==> config.mk <==
export PLATFORM = sky130hd
export DESIGN_NAME = slot_input_conditioner
export DESIGN_NICKNAME = d
export VERILOG_FILES = /design/src/rtl/slot_pkg.sv /design/src/rtl/debounce_channel.sv /design/src/rtl/slot_input_conditioner.sv
export SDC_FILE = /design/constraint.sdc
export NUM_CORES = 1
export LEC_CHECK = 0
export BUFFER_PORTS_ARGS = -buffer_cell sky130_fd_sc_hd__buf_2
export CAP_MARGIN = 40
export CORE_ASPECT_RATIO = 1.2
export CORE_MARGIN = 8
export CORE_UTILIZATION = 30
export DETAILED_ROUTE_END_ITERATION = 16
export HOLD_SLACK_MARGIN = 0.15
export SKIP_CTS_REPAIR_TIMING = 1
export SYNTH_ARGS = -nofsm -noshare
export SYNTH_HDL_FRONTEND = slang
export SYNTH_SLANG_ARGS = --single-unit
==> constraint.sdc <==
create_clock -name i_clk -period 7.4 [get_ports i_clk]
set_input_delay 1.48 -clock i_clk [delete_from_list [all_inputs] [get_ports i_clk]]
set_output_delay 1.48 -clock i_clk [all_outputs]
set_load 0.03 [all_outputs]
==> src/rtl/slot_pkg.sv <==
// -----------------------------------------------------------------------------
// slot_pkg
// Shared definitions for the Slot sequencer input chain: the debounce channel
// state encoding (also decoded by the bench) and the default timing constants.
// -----------------------------------------------------------------------------
package slot_pkg;

    // Bit 1 of the encoding is the debounced level; bit 0 marks a pending change.
    typedef enum logic [1:0] {
        STABLE_LO = 2'd0,
        PEND_HI   = 2'd1,
        STABLE_HI = 2'd2,
        PEND_LO   = 2'd3
    } chan_state_e;

    localparam int unsigned DEF_DEBOUNCE_CYCLES = 50000;
    localparam int unsigned DEF_SYNC_STAGES     = 2;

    // Settled state for a given debounced level.
    function automatic chan_state_e stable_state(input logic level);
        return level ? STABLE_HI : STABLE_LO;
    endfunction

    // Pending state while counting away from a given debounced level.
    function automatic chan_state_e pend_state(input logic level);
        return level ? PEND_LO : PEND_HI;
    endfunction

endpackage

==> src/rtl/debounce_channel.sv <==
// -----------------------------------------------------------------------------
// debounce_channel
// Single-bit synchronizer followed by a counter-based debouncer. The debounced
// level changes on the DEBOUNCE_CYCLES-th consecutive sample that disagrees
// with it; any agreeing sample restarts the count.
// Ports:
//   i_clk, i_rst : clock, asynchronous active-high reset
//   i_x          : polarity-corrected asynchronous input
//   o_level      : debounced level
//   o_rise/o_fall: one-cycle pulse when o_level goes 0->1 / 1->0
//   o_busy       : a transition is pending (counter non-zero)
// -----------------------------------------------------------------------------
module debounce_channel
    import slot_pkg::*;
#(
    parameter int unsigned DEBOUNCE_CYCLES = DEF_DEBOUNCE_CYCLES,
    parameter int unsigned SYNC_STAGES     = DEF_SYNC_STAGES
) (
    input  logic i_clk,
    input  logic i_rst,
    input  logic i_x,
    output logic o_level,
    output logic o_rise,
    output logic o_fall,
    output logic o_busy
);

    localparam int unsigned    CNT_W   = $clog2(DEBOUNCE_CYCLES);
    localparam logic [CNT_W-1:0] CNT_MAX = CNT_W'(DEBOUNCE_CYCLES - 1);

    logic [SYNC_STAGES-1:0] r_sync;
    chan_state_e            r_state;
    chan_state_e            w_state_nxt;
    logic [CNT_W-1:0]       r_cnt;
    logic [CNT_W-1:0]       w_cnt_nxt;
    logic                   r_rise;
    logic                   r_fall;
    logic                   w_rise_nxt;
    logic                   w_fall_nxt;
    logic                   w_s;
    logic                   w_db;

    assign w_s  = r_sync[SYNC_STAGES-1];
    assign w_db = r_state[1];

    // State register: synchronizer chain, channel state, counter, pulses.
    always_ff @(posedge i_clk or posedge i_rst) begin
        if (i_rst) begin
            r_sync  <= '0;
            r_state <= STABLE_LO;
            r_cnt   <= '0;
            r_rise  <= 1'b0;
            r_fall  <= 1'b0;
        end else begin
            r_sync  <= {r_sync[SYNC_STAGES-2:0], i_x};
            r_state <= w_state_nxt;
            r_cnt   <= w_cnt_nxt;
            r_rise  <= w_rise_nxt;
            r_fall  <= w_fall_nxt;
        end
    end

    // Next-state: count disagreeing samples, flip the level at terminal count.
    always_comb begin
        w_state_nxt = stable_state(w_db);
        w_cnt_nxt   = '0;
        w_rise_nxt  = 1'b0;
        w_fall_nxt  = 1'b0;
        if (w_s != w_db) begin
            if (r_cnt == CNT_MAX) begin
                w_state_nxt = stable_state(w_s);
                w_rise_nxt  = w_s;
                w_fall_nxt  = ~w_s;
            end else begin
                w_state_nxt = pend_state(w_db);
                w_cnt_nxt   = r_cnt + CNT_W'(1);
            end
        end
    end

    // Outputs: all taken straight from registers.
    always_comb begin
        o_level = w_db;
        o_rise  = r_rise;
        o_fall  = r_fall;
        o_busy  = (r_cnt != '0);
    end

endmodule

==> src/rtl/slot_input_conditioner.sv <==
// -----------------------------------------------------------------------------
// slot_input_conditioner
// Conditions raw board inputs for the Slot sequencer: polarity correction,
// synchronization and debouncing for N_IN condition channels plus a START
// button whose debounced rising edge launches the first slot.
// Ports:
//   i_clk, i_reset : clock, asynchronous active-high reset
//   i_raw_in       : raw condition inputs (bit 0 -> IN1)
//   i_raw_start    : raw start button
//   o_in_level     : debounced condition levels
//   o_in_rise/fall : one-cycle pulses on debounced edges
//   o_start_pulse  : one-cycle pulse on debounced START press
//   o_start_level  : debounced START level
//   o_busy         : any channel has a pending transition
// -----------------------------------------------------------------------------
module slot_input_conditioner
    import slot_pkg::*;
#(
    parameter int unsigned      N_IN             = 3,
    parameter int unsigned      DEBOUNCE_CYCLES  = DEF_DEBOUNCE_CYCLES,
    parameter int unsigned      SYNC_STAGES      = DEF_SYNC_STAGES,
    parameter logic [N_IN-1:0]  ACTIVE_LOW_MASK  = '0,
    parameter logic             START_ACTIVE_LOW = 1'b0
) (
    input  logic            i_clk,
    input  logic            i_reset,
    input  logic [N_IN-1:0] i_raw_in,
    input  logic            i_raw_start,
    output logic [N_IN-1:0] o_in_level,
    output logic [N_IN-1:0] o_in_rise,
    output logic [N_IN-1:0] o_in_fall,
    output logic            o_start_pulse,
    output logic            o_start_level,
    output logic            o_busy
);

    logic [N_IN-1:0] w_x;
    logic [N_IN-1:0] w_busy;
    logic            w_start_x;
    logic            w_start_busy;
    logic            w_start_fall_unused;

    // Polarity correction ahead of the first synchronizer flop.
    assign w_x       = i_raw_in ^ ACTIVE_LOW_MASK;
    assign w_start_x = i_raw_start ^ START_ACTIVE_LOW;

    for (genvar gi = 0; gi < N_IN; gi++) begin : g_in
        debounce_channel #(
            .DEBOUNCE_CYCLES (DEBOUNCE_CYCLES),
            .SYNC_STAGES     (SYNC_STAGES)
        ) u_chan (
            .i_clk   (i_clk),
            .i_rst   (i_reset),
            .i_x     (w_x[gi]),
            .o_level (o_in_level[gi]),
            .o_rise  (o_in_rise[gi]),
            .o_fall  (o_in_fall[gi]),
            .o_busy  (w_busy[gi])
        );
    end

    // START is an ordinary channel; only its rise is exported as a pulse.
    debounce_channel #(
        .DEBOUNCE_CYCLES (DEBOUNCE_CYCLES),
        .SYNC_STAGES     (SYNC_STAGES)
    ) u_start (
        .i_clk   (i_clk),
        .i_rst   (i_reset),
        .i_x     (w_start_x),
        .o_level (o_start_level),
        .o_rise  (o_start_pulse),
        .o_fall  (w_start_fall_unused),
        .o_busy  (w_start_busy)
    );

    assign o_busy = (|w_busy) | w_start_busy;

endmodule

==> flow_metrics.env <==
export IMPL_antenna_found_initial=0
export IMPL_wl_per_cell_um=13.8
export IMPL_ant_nets=0
export IMPL_wirelength_um=8030
export IMPL_dieHeight_um=142
export IMPL_holdCritStartpoint="g_in[2].u_chan.r_sync[0]$_DFF_PP0_"
export IMPL_hold_path_class="reg2reg"
export IMPL_min_to="g_in[2].u_chan.r_sync[1]$_DFF_PP0_"
export IMPL_dieArea_um2=17300
export IMPL_drive_gt1_frac=0.121
export IMPL_cts_root_buf="clkbuf_16"
export IMPL_cts_buffers=9
export IMPL_io_pins=18
export IMPL_synth_nets=405
export IMPL_fin_worst_skew_ns=0.00553
export IMPL_relSlewSlack=0.576
export IMPL_reg2reg_from="u_start.r_cnt[11]$_DFF_PP0_"
export IMPL_via_count=2817
export IMPL_synth_area_leader_cell="dfrtp_1"
export IMPL_finalCriticalPeriod_ns=3.51
export IMPL_status="complete, no violations"
export IMPL_syn_area_um2=4000
export IMPL_cts_sinks=83
export IMPL_grt_pass1_vias=2875
export IMPL_yosys_cell_count_top_type="dfrtp_1"
export IMPL_register_area_um2=2080
export IMPL_area_growth_pct=12.6
export IMPL_die_x_um=121
export IMPL_cp_max_fo=6
export IMPL_cts_tree="built"
export IMPL_worstSetupPathType="reg2out"
export IMPL_rows=46
export IMPL_io_buffers=17
export IMPL_reg2reg_to="u_start.r_cnt[6]$_DFF_PP0_"
export IMPL_htree_levels=3
export IMPL_synth_top_area_share=0.519
export IMPL_start_util=0.305
export IMPL_yosysSeqAreaShare=0.519
export IMPL_worst_ep_required_time_ns=5.92
export IMPL_rrSetupSlack_ns=5.33
export IMPL_grt_max_degree=59
export IMPL_cts_buffer_depth=2
export IMPL_tightest_slew_ns=0.629
export IMPL_drc=0
export IMPL_clock_latency_ns=0.34
export IMPL_worstPathArrival_ns=2.03
export IMPL_coreArea_um2=13100
export IMPL_drv_slew=0
export IMPL_synth_edf_count=0
export IMPL_dp_hpwl_um=5520
export IMPL_grt_pass1_wl_um=13900
export IMPL_synth_flop_cell="dfrtp_1"
export IMPL_syn_inst=391
export IMPL_synth_area_leaders="dfrtp_1, xnor2_1, nor2_1"
export IMPL_yosys_top_cells_count="dfrtp_1, nor2_1, xnor2_1, nor4_1"
export IMPL_multi_input_area_um2=1730
export IMPL_period_share=0.474
export IMPL_fillers=1352
export IMPL_rsz0062_at_grt="false"
export IMPL_nets=421
export IMPL_holdPathStages=0
export IMPL_p_per_area_nw_per_um2=207
export IMPL_grt_usage=0.102
export IMPL_synth_seq_cells=83
export IMPL_n_antenna_cell=0
export IMPL_fin_tns_setup_ns=0
export IMPL_synthDistinctLibCells=27
export IMPL_yosys_warnings=0
export IMPL_ff2ff_path_depth=4
export IMPL_startpoint_type="flop"
export IMPL_synthArstFlopShare=1.00
export IMPL_leakage_nw=1.88
export IMPL_ir_drop_mv=0.0883
export IMPL_finalWeightedCongestion=0.804
export IMPL_dp_slack_ns=4.26
export IMPL_vias_per_cell=4.86
export IMPL_dr_pass1_iters=5
export IMPL_drv_cap=0
export IMPL_endpoint_kind="output port"
export IMPL_drt_iter0_markers=102
export IMPL_max_freq_mhz=285
export IMPL_path_clk_slew_ns=0.06
export IMPL_layout_setup_ws_ns=3.89
export IMPL_avgSynthCellArea_um2=10.2
export IMPL_setup_viol=0
export IMPL_hold_violations=0
export IMPL_grt_overflow=0
[area by class of cell]
type	instances	area share
Clock buffer	12	0.0570
Multi-Input combinational cell	274	0.385
Inverter	19	0.0161
Timing Repair Buffer	20	0.0283
Clock inverter	4	0.00556
Tap cell	168	0.0467
Sequential cell	83	0.461
[report_power, final]
part	switching, W	internal (W)	total (W)
Clock	0.000177	0.000245	0.000422
Sequential	0.00000931	0.000461	0.000471
Combinational	0.0000242	0.0000136	0.0000379
Total	0.000211	0.000719	0.000930
[worst max-delay path, cell delays in order, from the launching register on]
cell and delay (ns):
dfrtp_1 0.43, or4_1 0.57, nor4_1 0.33, nand3_1 0.15, buf_2 0.20
[worst max-delay path by stage]
stage | to | slack [ns] | from
after floorplan | g_in[0].u_chan.o_fall$_DFF_PP0_ | 3.78 | i_reset
after global placement | o_busy | 4.30 | g_in[2].u_chan.r_cnt[11]$_DFF_PP0_
after detailed placement | o_busy | 4.26 | g_in[2].u_chan.r_cnt[11]$_DFF_PP0_
after CTS | o_busy | 3.89 | g_in[2].u_chan.r_cnt[11]$_DFF_PP0_
after global routing | o_busy | 3.84 | g_in[2].u_chan.r_cnt[11]$_DFF_PP0_
final | o_busy | 3.89 | g_in[2].u_chan.r_cnt[11]$_DFF_PP0_
[sequential cells by signal (all words and copies together), names as in the netlist]
signal               count
g_in.u_chan.o_fall       3
g_in.u_chan.o_rise       3
g_in.u_chan.r_cnt       48
g_in.u_chan.r_state      3
g_in.u_chan.r_sync       6
u_start.o_rise           1
u_start.r_cnt           16
u_start.r_state          1
u_start.r_sync           2
[logic make-up (layout without fill, tap and decap cells)]
group | after synthesis | after routing | share of synthesized area
buffers and inverters | 34 | 55 | 0.0469
xor gates and xnor gates | 60 | 60 | 0.131
adders and majority gates | 8 | 8 | 0.0250
DFF | 83 | 83 | 0.519
AOI/OAI and AO/OA | 1 | 1 | 0.00407
muxes | 4 | 4 | 0.0141
and+or+nand+nor | 201 | 201 | 0.259
[cell usage in the layout (no fill, tap or decap)]
cell	n
nor4_1	25
mux2_4	3
xor2_1	11
buf_2	17
and3_2	2
mux2_2	1
clkbuf_8	2
nor4bb_1	1
and3_1	5
clkinvlp_4	2
inv_1	18
buf_16	1
ha_1	8
clkbuf_16	9
nor3b_1	7
buf_4	2
nor3_1	16
nand2_4	2
or4_1	4
nand2_1	16
nor2_1	72
or3_2	1
clkinv_2	3
or4_4	3
or3_1	2
o41ai_2	1
xnor2_1	49
nand3_1	22
clkbuf_1	1
nand2_2	1
dfrtp_1	83
nand4_1	22
[per-stage QoR]
step	power [W]	cells	hold slack [ns]	utilization	cell area, µm²
finish	0.000930	580	0.349	0.343	4500
global route	0.000971	580	0.363	0.343	4500
CTS	0.000945	580	0.353	0.343	4500
detailed placement	0.000518	564	0.339	0.322	4220
global placement	0.000515	563	0.336	0.320	4190
floorplan	0.000504	391	0.331	-	4000
[per-layer routing]
metal | vias to the layer above | global-route usage | routed length (µm)
met3 | 19 | 0.0202 | 277
met4 | 0 | 0.0625 | 240
met1 | 1363 | 0.124 | 3640
li1 | 1367 | - | -
met5 | - | 0 | 0
met2 | 68 | 0.161 | 3870
Power figures use the tool's default switching activity.
